File: src/rtl/sdram_arbiter_if.sv
// Bundles the download writer, the ROM read ports and the sdram controller request bus.
// master = arbiter side, slave = requesters plus controller.
interface sdram_arbiter_if #(
    parameter int NUM_PORTS  = 4,
    parameter int ADDR_WIDTH = 23,
    parameter int DATA_WIDTH = 32
);
    logic                            dl_req;
    logic [ADDR_WIDTH-1:0]           dl_addr;
    logic [DATA_WIDTH-1:0]           dl_data;
    logic                            dl_ack;
    logic [NUM_PORTS-1:0]            port_req;
    logic [NUM_PORTS*ADDR_WIDTH-1:0] port_addr;
    logic [NUM_PORTS-1:0]            port_ack;
    logic [NUM_PORTS-1:0]            port_valid;
    logic [DATA_WIDTH-1:0]           port_q;
    logic [ADDR_WIDTH-1:0]           sdram_addr;
    logic [DATA_WIDTH-1:0]           sdram_data;
    logic                            sdram_we;
    logic                            sdram_req;
    logic                            sdram_ack;
    logic                            sdram_valid;
    logic [DATA_WIDTH-1:0]           sdram_q;
    logic                            timeout;

    modport master (
        input  dl_req, dl_addr, dl_data, port_req, port_addr, sdram_ack, sdram_valid, sdram_q,
        output dl_ack, port_ack, port_valid, port_q, sdram_addr, sdram_data, sdram_we, sdram_req,
               timeout
    );
    modport slave (
        output dl_req, dl_addr, dl_data, port_req, port_addr, sdram_ack, sdram_valid, sdram_q,
        input  dl_ack, port_ack, port_valid, port_q, sdram_addr, sdram_data, sdram_we, sdram_req,
               timeout
    );
endinterface

File: src/rtl/sdram_arbiter.sv
// Single-transaction sdram arbiter: download writes win, reads are served round-robin.
// Optional watchdog abort enabled by defining SDRAM_ARB_TIMEOUT_EN.
module sdram_arbiter #(
    parameter int NUM_PORTS      = 4,
    parameter int ADDR_WIDTH     = 23,
    parameter int DATA_WIDTH     = 32,
    parameter int TIMEOUT_CYCLES = 255
) (
    input logic             clk,
    input logic             reset,
    sdram_arbiter_if.master bus
);
    localparam int PW = (NUM_PORTS > 1) ? $clog2(NUM_PORTS) : 1;
    localparam logic [PW-1:0] LAST_PORT = PW'(NUM_PORTS - 1);

    typedef enum logic [1:0] {IDLE, REQ, WAIT_VALID, DONE} state_t;

    state_t                state, state_d;
    logic [PW-1:0]         rr, rr_d, grant, grant_d, pick;
    logic                  grant_wr, grant_wr_d, found;
    logic [ADDR_WIDTH-1:0] addr_d;
    logic [DATA_WIDTH-1:0] data_d, q_d;
    logic                  we_d, req_d, dl_ack_d, timeout_d;
    logic [NUM_PORTS-1:0]  ack_d, valid_d;
    int                    idx_i;

`ifdef SDRAM_ARB_TIMEOUT_EN
    localparam int CW = $clog2(TIMEOUT_CYCLES + 1);
    logic [CW-1:0] cnt, cnt_d;
    wire timeout_hit = (cnt == CW'(TIMEOUT_CYCLES - 1));
`else
    wire unused_timeout_cfg = (TIMEOUT_CYCLES != 0);
`endif

    // First requesting port at or above the rr pointer, wrapping.
    always_comb begin
        found = 1'b0;
        pick  = rr;
        idx_i = 0;
        for (int k = 0; k < NUM_PORTS; k++) begin
            idx_i = int'(rr) + k;
            if (idx_i >= NUM_PORTS) idx_i = idx_i - NUM_PORTS;
            if (!found && bus.port_req[idx_i[PW-1:0]]) begin
                found = 1'b1;
                pick  = idx_i[PW-1:0];
            end
        end
    end

    always_comb begin
        state_d    = state;
        rr_d       = rr;
        grant_d    = grant;
        grant_wr_d = grant_wr;
        addr_d     = bus.sdram_addr;
        data_d     = bus.sdram_data;
        we_d       = bus.sdram_we;
        req_d      = bus.sdram_req;
        q_d        = bus.port_q;
        dl_ack_d   = 1'b0;
        ack_d      = '0;
        valid_d    = '0;
        timeout_d  = 1'b0;
`ifdef SDRAM_ARB_TIMEOUT_EN
        cnt_d      = cnt;
`endif
        case (state)
            IDLE: begin
                if (bus.dl_req) begin
                    grant_wr_d = 1'b1;
                    addr_d     = bus.dl_addr;
                    data_d     = bus.dl_data;
                    we_d       = 1'b1;
                    req_d      = 1'b1;
                    state_d    = REQ;
                end else if (found) begin
                    grant_wr_d = 1'b0;
                    grant_d    = pick;
                    addr_d     = bus.port_addr[pick*ADDR_WIDTH +: ADDR_WIDTH];
                    data_d     = '0;
                    we_d       = 1'b0;
                    req_d      = 1'b1;
                    state_d    = REQ;
                end
`ifdef SDRAM_ARB_TIMEOUT_EN
                cnt_d = '0;
`endif
            end
            REQ: begin
                if (bus.sdram_ack) begin
                    req_d = 1'b0;
                    if (grant_wr) begin
                        dl_ack_d = 1'b1;
                        state_d  = DONE;
                    end else begin
                        ack_d[grant] = 1'b1;
                        state_d      = WAIT_VALID;
                    end
`ifdef SDRAM_ARB_TIMEOUT_EN
                    cnt_d = '0;
                end else if (timeout_hit) begin
                    req_d     = 1'b0;
                    timeout_d = 1'b1;
                    if (grant_wr) dl_ack_d = 1'b1;
                    else begin
                        valid_d[grant] = 1'b1;
                        q_d            = '0;
                    end
                    state_d = DONE;
                end else begin
                    cnt_d = cnt + 1'b1;
`endif
                end
            end
            WAIT_VALID: begin
                if (bus.sdram_valid) begin
                    q_d            = bus.sdram_q;
                    valid_d[grant] = 1'b1;
                    state_d        = DONE;
`ifdef SDRAM_ARB_TIMEOUT_EN
                end else if (timeout_hit) begin
                    timeout_d      = 1'b1;
                    valid_d[grant] = 1'b1;
                    q_d            = '0;
                    state_d        = DONE;
                end else begin
                    cnt_d = cnt + 1'b1;
`endif
                end
            end
            DONE: begin
                // Writes leave the pointer alone so reads keep their turn order.
                if (!grant_wr) rr_d = (grant == LAST_PORT) ? '0 : grant + 1'b1;
                state_d = IDLE;
            end
            default: state_d = IDLE;
        endcase
    end

    always_ff @(posedge clk or posedge reset) begin
        if (reset) begin
            state          <= IDLE;
            rr             <= '0;
            grant          <= '0;
            grant_wr       <= 1'b0;
            bus.sdram_addr <= '0;
            bus.sdram_data <= '0;
            bus.sdram_we   <= 1'b0;
            bus.sdram_req  <= 1'b0;
            bus.port_q     <= '0;
            bus.dl_ack     <= 1'b0;
            bus.port_ack   <= '0;
            bus.port_valid <= '0;
            bus.timeout    <= 1'b0;
`ifdef SDRAM_ARB_TIMEOUT_EN
            cnt            <= '0;
`endif
        end else begin
            state          <= state_d;
            rr             <= rr_d;
            grant          <= grant_d;
            grant_wr       <= grant_wr_d;
            bus.sdram_addr <= addr_d;
            bus.sdram_data <= data_d;
            bus.sdram_we   <= we_d;
            bus.sdram_req  <= req_d;
            bus.port_q     <= q_d;
            bus.dl_ack     <= dl_ack_d;
            bus.port_ack   <= ack_d;
            bus.port_valid <= valid_d;
            bus.timeout    <= timeout_d;
`ifdef SDRAM_ARB_TIMEOUT_EN
            cnt            <= cnt_d;
`endif
        end
    end
endmodule

File: src/flat_wrapper.sv
// flat-port wrapper written by rule: the top's interface ports become plain ports
module sdram_arbiter_flat 
#(
    parameter int NUM_PORTS      = 4,
    parameter int ADDR_WIDTH     = 23,
    parameter int DATA_WIDTH     = 32,
    parameter int TIMEOUT_CYCLES = 255
)
  (clk, reset, bus_dl_req, bus_dl_addr, bus_dl_data, bus_port_req, bus_port_addr, bus_sdram_ack, bus_sdram_valid, bus_sdram_q, bus_dl_ack, bus_port_ack, bus_port_valid, bus_port_q, bus_sdram_addr, bus_sdram_data, bus_sdram_we, bus_sdram_req, bus_timeout);
  sdram_arbiter_if #(.NUM_PORTS(NUM_PORTS), .ADDR_WIDTH(ADDR_WIDTH), .DATA_WIDTH(DATA_WIDTH)) bus_i ();
  input logic clk;
  input logic reset;
  input wire logic [$bits(bus_i.dl_req)-1:0] bus_dl_req;
  input wire logic [$bits(bus_i.dl_addr)-1:0] bus_dl_addr;
  input wire logic [$bits(bus_i.dl_data)-1:0] bus_dl_data;
  input wire logic [$bits(bus_i.port_req)-1:0] bus_port_req;
  input wire logic [$bits(bus_i.port_addr)-1:0] bus_port_addr;
  input wire logic [$bits(bus_i.sdram_ack)-1:0] bus_sdram_ack;
  input wire logic [$bits(bus_i.sdram_valid)-1:0] bus_sdram_valid;
  input wire logic [$bits(bus_i.sdram_q)-1:0] bus_sdram_q;
  output wire logic [$bits(bus_i.dl_ack)-1:0] bus_dl_ack;
  output wire logic [$bits(bus_i.port_ack)-1:0] bus_port_ack;
  output wire logic [$bits(bus_i.port_valid)-1:0] bus_port_valid;
  output wire logic [$bits(bus_i.port_q)-1:0] bus_port_q;
  output wire logic [$bits(bus_i.sdram_addr)-1:0] bus_sdram_addr;
  output wire logic [$bits(bus_i.sdram_data)-1:0] bus_sdram_data;
  output wire logic [$bits(bus_i.sdram_we)-1:0] bus_sdram_we;
  output wire logic [$bits(bus_i.sdram_req)-1:0] bus_sdram_req;
  output wire logic [$bits(bus_i.timeout)-1:0] bus_timeout;
  assign bus_i.dl_req = bus_dl_req;
  assign bus_i.dl_addr = bus_dl_addr;
  assign bus_i.dl_data = bus_dl_data;
  assign bus_i.port_req = bus_port_req;
  assign bus_i.port_addr = bus_port_addr;
  assign bus_i.sdram_ack = bus_sdram_ack;
  assign bus_i.sdram_valid = bus_sdram_valid;
  assign bus_i.sdram_q = bus_sdram_q;
  assign bus_dl_ack = bus_i.dl_ack;
  assign bus_port_ack = bus_i.port_ack;
  assign bus_port_valid = bus_i.port_valid;
  assign bus_port_q = bus_i.port_q;
  assign bus_sdram_addr = bus_i.sdram_addr;
  assign bus_sdram_data = bus_i.sdram_data;
  assign bus_sdram_we = bus_i.sdram_we;
  assign bus_sdram_req = bus_i.sdram_req;
  assign bus_timeout = bus_i.timeout;
  sdram_arbiter #(.NUM_PORTS(NUM_PORTS), .ADDR_WIDTH(ADDR_WIDTH), .DATA_WIDTH(DATA_WIDTH), .TIMEOUT_CYCLES(TIMEOUT_CYCLES)) u_core (.clk(clk), .reset(reset), .bus(bus_i));
endmodule
File: config.mk
export PLATFORM = sky130hd
export DESIGN_NAME = sdram_arbiter_flat
export DESIGN_NICKNAME = d
export VERILOG_FILES = /design/src/rtl/sdram_arbiter_if.sv /design/src/rtl/sdram_arbiter.sv /design/src/flat_wrapper.sv
export SDC_FILE = /design/constraint.sdc
export NUM_CORES = 1
export LEC_CHECK = 0
export ABC_AREA = 1
export BUFFER_PORTS_ARGS = -buffer_cell sky130_fd_sc_hd__buf_4
export CORE_MARGIN = 3
export CORE_UTILIZATION = 42
export CTS_BUF_LIST = sky130_fd_sc_hd__clkbuf_8
export CTS_CLUSTER_DIAMETER = 50
export DETAILED_ROUTE_END_ITERATION = 7
export PLACE_DENSITY = 0.82
export SKIP_CTS_REPAIR_TIMING = 1
export SYNTH_ARGS = -nofsm -noshare
export SYNTH_HDL_FRONTEND = slang
export SYNTH_SLANG_ARGS = --single-unit
File: constraint.sdc
create_clock -name clk -period 2.74 [get_ports clk]
set_clock_uncertainty 0.15 [all_clocks]
set_input_delay 0.137 -clock clk [delete_from_list [all_inputs] [get_ports clk]]
set_output_delay 0.137 -clock clk [all_outputs]
set_load 0.01 [all_outputs]
==> flow_summary.yaml, run 1 <==
detailed_routing:
  drt-total-wl_um: 20700
  drc_errors: 0
  first_iter_violations: 431
  num_vias: 5962
  wire_per_inst_um: 18.4
  antenna_left: 0
  dr.pass1.iters: 5
  viasPerCell: 5.30
sta:
  setup_viol: 0
  fmax_mhz: 410
  whs_ns: -0.0264
  worst_pin_slew_ns: 0.685
  rsz0062_at_grt: "no"
  period_share_pct: 89.0
  hold_viol: 11
  period_needed_ns: 2.44
  relSlewSlack_pct: 54.2
  fin_ws_ns: 0.301
  setup_tns_ns: 0
  finalMaxSlewViolations: 0
hold_path:
  hold_class: "input pin to register"
logic_synthesis:
  synth_nets: 753
  async_flop_share_pct: 100
  synthesis.area_um2: 5240
  syn_inst: 556
  ys_types: 29
  synth_edf_count: 0
  avgSynthCellArea_um2: 9.43
  synth-seq-area-share_pct: 49.6
  synth_flop_cell: "dfrtp_1"
  ys_ff_latch: 104
  yosysWarnings: 0
placement:
  place_congestion: 0.896
  place_area_um2: 7490
  dp_hpwl_um: 12800
  dpl_worst_slack_ns: 0.228
  port_buffers: 285
worst_setup_path:
  r2r_cells: 15
  critical_path.startpoint: "u_core.rr[1]"
  worst-endpoint-arrival_ns: 2.60
  start_kind: "register"
  cp_max_fo: 28
  required_ns: 2.90
  worstReg2RegEnd: "u_core.bus.sdram_addr[22]"
  rrSetupSlack_ns: 0.30
  worstReg2RegStart: "u_core.rr[1]"
  crit_path_end: "u_core.bus.sdram_addr[22]"
  cp-end-kind: "register"
  path_class: "register to register"
floorplan:
  core_um2: 12100
  io_pins: 287
  start_util_pct: 43.3
  dieArea_um2: 13900
  die_w_um: 118
  die_h_um: 118
  num_rows: 40
cts:
  clock_latency_ns: 0.36
  h-tree-depth: 3
  cts-root-buf: "clkbuf_8"
  cts_tree: "yes"
  clock-sinks: 104
  clkTransAtPathRegs_ns: 0.12
  cts_made_buffers: 9
  clockBufferDepth: 2
status:
  run_status: "finished, violations left"
  violations: "negative hold slack"
grt:
  grt_pass1_wl_um: 26300
  overflow: 0
  grt_pass1_vias: 5110
  grt_start_max_net_pins: 61
  globalRouteTotalUtil_pct: 23.3
  antenna_found_initial: 1
layout:
  fin_area_um2: 8940
  area_delta_synth_final_pct: 70.6
  layout-drive-gt1-share_pct: 39.3
  nets: 1147
  layout_common_cells: "294 x buf_4, 125 x nand3_1, 123 x dlygate4sd3_1"
  final_common_cell: "buf_4"
power:
  vdd_ir_drop_max_mv: 0.557
  leakagePower_nw: 4.60
  p_per_area_nw_per_um2: 999
flow_run:
  max_cap_viol_count: 0
registers in the layout (all words and copies together), names as in the netlist, 2 cells and up:
signal                 flops
u_core.bus.port_q         32
u_core.bus.sdram_data     32
u_core.bus.sdram_addr     23
u_core.bus.port_ack        4
u_core.bus.port_valid      4
u_core.grant               2
u_core.rr                  2
u_core.state               2
routing by layer:
| layer | part of all wire, % | global-route usage [%] |
|---|---|---|
| met4 | 3.4 | 8.57 |
| met5 | 0 | 0 |
| met1 | 37 | 27.8 |
| met3 | 8.5 | 5.29 |
| met2 | 51 | 41.3 |
worst max-delay path, stage by stage (launching register included):
cell and delay (ns):
dfrtp_1 0.60, inv_4 0.11, nand2_1 0.10, nand2_2 0.08
nand2_2 0.08, nand2_4 0.07, nand2_1 0.09, nand2_1 0.06
nand2_1 0.06, nand2_1 0.09, nand2_2 0.14, buf_4 0.31
nand2_1 0.12, nand3_1 0.12, nand3_1 0.12, nand2_1 0.09
synthesized netlist by cell type (6+ instances only):
cell type  number  area, um2
inv_1          22       82.6
buf_6           6       67.6
nand2_2        12       75.1
nor2_1         12       45.0
ha_1            9        113
nand3_1       125        626
a22o_1         32        280
buf_2          17       85.1
buf_4           6       45.0
a22oi_1        23        173
clkbuf_1        8       30.0
nand2_1       120        450
dfrtp_1       104       2600
mux2_2         32        360
worst min path at each step:
stage,start,end,slack [ns],cells past startpoint
3_5_place_dp,reset,u_core.bus.sdram_addr[18],-0.06,2
4_1_cts,reset,u_core.bus.sdram_addr[9],-0.47,2
5_1_grt,bus_port_addr[23],u_core.bus.sdram_addr[0],0.003,5
6_report,bus_port_addr[64],u_core.bus.sdram_addr[18],-0.03,5
3_3_place_gp,reset,u_core.bus.sdram_addr[9],-0.06,2
2_1_floorplan,bus_sdram_ack,u_core.bus.dl_ack,0.12,2
through the flow:
step	std cells	total power [mW]	utilization, %
CTS	1000	8.57	63.6
finish	1125	8.93	73.8
global route	1124	9.52	73.8
floorplan	556	5.85	-
detailed placement	984	7.58	61.9
global placement	984	7.49	61.9
final cells by class:
class                           instances  area, um2
Timing Repair Buffer                  421       3510
Fill cell                             822       3170
Sequential cell                       104       2600
Multi-Input combinational cell        388       2300
Tap cell                              168        210
Clock buffer                            9        124
Inverter                               26        104
Clock inverter                          7       86.3
Antenna cell                            2       5.00
report_power, final:
part | total [mW] | internal [mW] | switching (mW)
Combinational | 5.29 | 2.33 | 2.96
Clock | 0.993 | 0.370 | 0.623
Sequential | 2.65 | 2.19 | 0.462
kinds of logic (layout without fill, tap and decap cells):
kind of cell / Yosys count / after routing / synth area share (%)
AOI/OAI and AO/OA: 66 / 66 / 9.81
adders and majority gates: 9 / 9 / 2.15
buffers and inverters: 64 / 463 / 6.54
DFF: 104 / 104 / 49.6
muxes: 32 / 32 / 6.87
other: 1 / 3 / 0.0715
and+or+nand+nor: 280 / 280 / 24.9
Power figures use the tool's default switching activity.
==> run 2, diff against run 1 <==
- BUFFER_PORTS_ARGS: -buffer_cell sky130_fd_sc_hd__buf_4 -> not set
- CORE_AREA: not set -> 3 3 109 111
- CORE_MARGIN: 3 -> not set
- CORE_UTILIZATION: 42 -> not set
- DIE_AREA: not set -> 0 0 112 114
- DONT_BUFFER_PORTS: not set -> 1
- PLACE_DENSITY: 0.82 -> 0.67
==> run 2 against run 1 <==
The flow now stops in 5_1_grt. Synthesized cell count is the same. Synthesized area is the same.
==> flow_summary.yaml, run 2 <==
floorplan:
  num_rows: 38
  start_util_pct: 48.2
  die_w_um: 112
  die_h_um: 114
  io_pins: 287
logic_synthesis:
  synth_edf_count: 0
  synthesis.area_um2: 5240
  synth-seq-area-share_pct: 49.6
  synth_top_area_cell: "dfrtp_1"
  syn_inst: 556
  synth.most_common_cell: "nand3_1"
  ys_ff_latch: 104
  yosysTopAreaCellShare_pct: 49.6
  synth_flop_cell: "dfrtp_1"
  avgSynthCellArea_um2: 9.43
  async_flop_share_pct: 100
  yosysWarnings: 0
  ys_types: 29
  synthTopCellsByCount: "125 x nand3_1, 120 x nand2_1, 104 x dfrtp_1"
  synthTopCellsByArea: "dfrtp_1 50%, nand3_1 12%, nand2_1 8.6%"
  synth_nets: 753
grt:
  grt_start_max_net_pins: 47
cts:
  cts_made_buffers: 9
  clock-sinks: 104
  cts-root-buf: "clkbuf_8"
  clockBufferDepth: 2
  h-tree-depth: 3
placement:
  dpl.cell_count: 670
  place_congestion: 0.900
  port_buffers: 0
  dp_hpwl_um: 11500
status:
  error: "[ERROR RSZ-0060] Max buffer count reached."
  run_status: "aborted with a tool error"
  lastStage: "5_1_grt"
[run 2: cells by family after synthesis]
kind of cell,count (synthesis),synth area share [%]
AOI/OAI and AO/OA,66,9.81
muxes,32,6.87
other,1,0.0715
and+or+nand+nor,280,24.9
DFF,104,49.6
adders and majority gates,9,2.15
buffers and inverters,64,6.54
[run 2: through the flow]
step	area, um2	hold WS (ns)	setup WS (ns)	utilization (%)
after floorplan	5250	0.115	0.792	-
after global placement	5310	0.0848	0.319	48.7
after detailed placement	5310	0.0837	0.338	48.7
after CTS	5470	-0.341	0.293	50.3
==> run 3, diff against run 2 <==
- CORE_AREA: 3 3 109 111 -> not set
- CORE_MARGIN: not set -> 3
- CORE_UTILIZATION: not set -> 36
- CTS_BUF_LIST: sky130_fd_sc_hd__clkbuf_8 -> not set
- CTS_CLUSTER_DIAMETER: 50 -> not set
- DIE_AREA: 0 0 112 114 -> not set
- PLACE_DENSITY: 0.67 -> not set
- PLACE_DENSITY_LB_ADDON: not set -> 0.15
- clock period: 2.74 -> 3.56 ns (I/O delays scaled with it)
==> run 3 against run 2 <==
The flow now finishes, with violations (negative hold slack).
==> flow_summary.yaml, run 3 (synthesis gave the netlist of run 1 again) <==
worst_setup_path:
  r2r_cells: 14
  rrSetupSlack_ns: 0.29
  worstReg2RegStart: "u_core.rr[0]"
  cp_max_fo: 24
  cp_cell_sequence: "inv_2 -> nand2_1 -> nand3_2 -> nand2_4 -> nand2_1 -> nand2_1 -> nand2_1 -> nand2_1 -> nand3_1 -> nand2_1 -> nand3_1 -> nand3_1 -> nand2_1 -> dlygate4sd3_1"
  critical_path.top_delay_family: "simple AND/OR/NAND/NOR gates"
  worstReg2RegEnd: "u_core.bus.sdram_addr[7]"
  crit_path_top_delay_cell: "nand2_1"
  required_ns: 3.63
  crit_buf_inv: 2
  slowest_delay_ns: 0.63
  cpMostUsedCell: "nand2_1"
  start_kind: "register"
  cp-end-kind: "register"
  worst-endpoint-arrival_ns: 3.34
  path_class: "register to register"
detailed_routing:
  antenna_left: 0
  wire_per_inst_um: 20.1
  drt-total-wl_um: 16700
  first_iter_violations: 287
  dr.pass1.iters: 5
  num_vias: 4569
  viasPerCell: 5.50
  drc_errors: 0
floorplan:
  io_pins: 287
  core_um2: 14000
  die_w_um: 127
  die_h_um: 127
  start_util_pct: 37.3
  dieArea_um2: 16100
  num_rows: 43
sta:
  whs_ns: -0.0473
  setup_tns_ns: 0
  worst_pin_slew_ns: 1.04
  fmax_mhz: 306
  hold_viol: 2
  finalMaxSlewViolations: 0
  period_needed_ns: 3.27
  relSlewSlack_pct: 30.8
  period_share_pct: 91.8
  fin_ws_ns: 0.291
  setup_viol: 0
layout:
  layout_common_cells: "125 x nand3_1, 120 x nand2_1, 109 x dlygate4sd3_1"
  stdcell_count: 830
  top_regs: "u_core.bus.port_q (32), u_core.bus.sdram_data (32), u_core.bus.sdram_addr (23)"
  multi_input_area_um2: 2300
  area_delta_synth_final_pct: 27.9
  layout-drive-gt1-share_pct: 12.6
  final_common_cell: "nand3_1"
  fillCellCount: 1293
  nets: 842
  diodes: 0
  final-seq-area_um2: 2600
placement:
  dp_hpwl_um: 11500
  port_buffers: 0
  place_congestion: 0.863
  dpl.cell_count: 705
  dpl_worst_slack_ns: 0.839
cts:
  cts-root-buf: "clkbuf_16"
  clkTransAtPathRegs_ns: 0.08
  h-tree-depth: 3
  clockBufferDepth: 2
  cts_tree: "yes"
  clock_latency_ns: 0.34
  cts_made_buffers: 9
  clock-sinks: 104
power:
  power.total_mw: 6.36
  p_per_area_nw_per_um2: 948
  vdd_ir_drop_max_mv: 0.458
  leakagePower_nw: 3.18
hold_path:
  worstHoldStart: "bus_port_addr[52]"
  whs_endpoint: "u_core.bus.sdram_addr[6]"
  hold_class: "input pin to register"
  whs_path_depth: 4
grt:
  overflow: 0
  grt_pass1_vias: 4144
  globalRouteTotalUtil_pct: 18.7
  grt_start_max_net_pins: 88
  antenna_found_initial: 0
  grt_pass1_wl_um: 23600
status:
  violations: "negative hold slack"
  run_status: "finished, violations left"
flow_run:
  max_cap_viol_count: 0
[run 3: stage by stage]
stage | util (%) | cell area [um2]
after detailed placement | 37.7 | 5290
after global placement | 37.7 | 5290
after CTS | 40.0 | 5610
final | 47.8 | 6710
after floorplan | - | 5240
after global routing | 47.8 | 6710
[run 3: final cells by class]
cell class | count | share of cell area [%]
sequential | 104 | 38.8
clock buffer | 9 | 3.36
inverter | 26 | 1.53
timing repair buffer | 116 | 17.2
clock inverter | 7 | 1.42
multi-input combinational | 388 | 34.3
tap | 180 | 3.36
[run 3: report_power, final]
group | switching [mW] | internal (mW) | leakage (nW)
sequential | 0.657 | 1.69 | 1.30
combinational | 1.73 | 1.24 | 1.73
clock | 0.478 | 0.568 | 0.157
total | 2.86 | 3.50 | 3.18
[run 3: how the worst max path moves through the flow]
stage,startpoint,endpoint,cells after the start
global route,u_core.rr[0],u_core.bus.sdram_addr[1],14
floorplan,reset,u_core.bus.dl_ack,1
global placement,u_core.rr[0],u_core.bus.sdram_addr[19],13
finish,u_core.rr[0],u_core.bus.sdram_addr[7],14
CTS,u_core.rr[0],u_core.bus.sdram_addr[18],13
detailed placement,u_core.rr[0],u_core.bus.sdram_addr[7],13
[run 3: routing by layer]
metal / wire length, um / GRT usage (%) / share of wire [%]
met2: 8520 / 31.4 / 51
met1: 6220 / 22.4 / 37
met4: 440 / 8.71 / 2.6
met3: 1480 / 4.97 / 8.9
met5: 0 / 0 / 0
[run 3: tightest hold or removal path: stages]
cell     delay [ns]
nand2_1        0.04
nand3_1        0.07
nand3_1        0.06
nand2_1        0.06
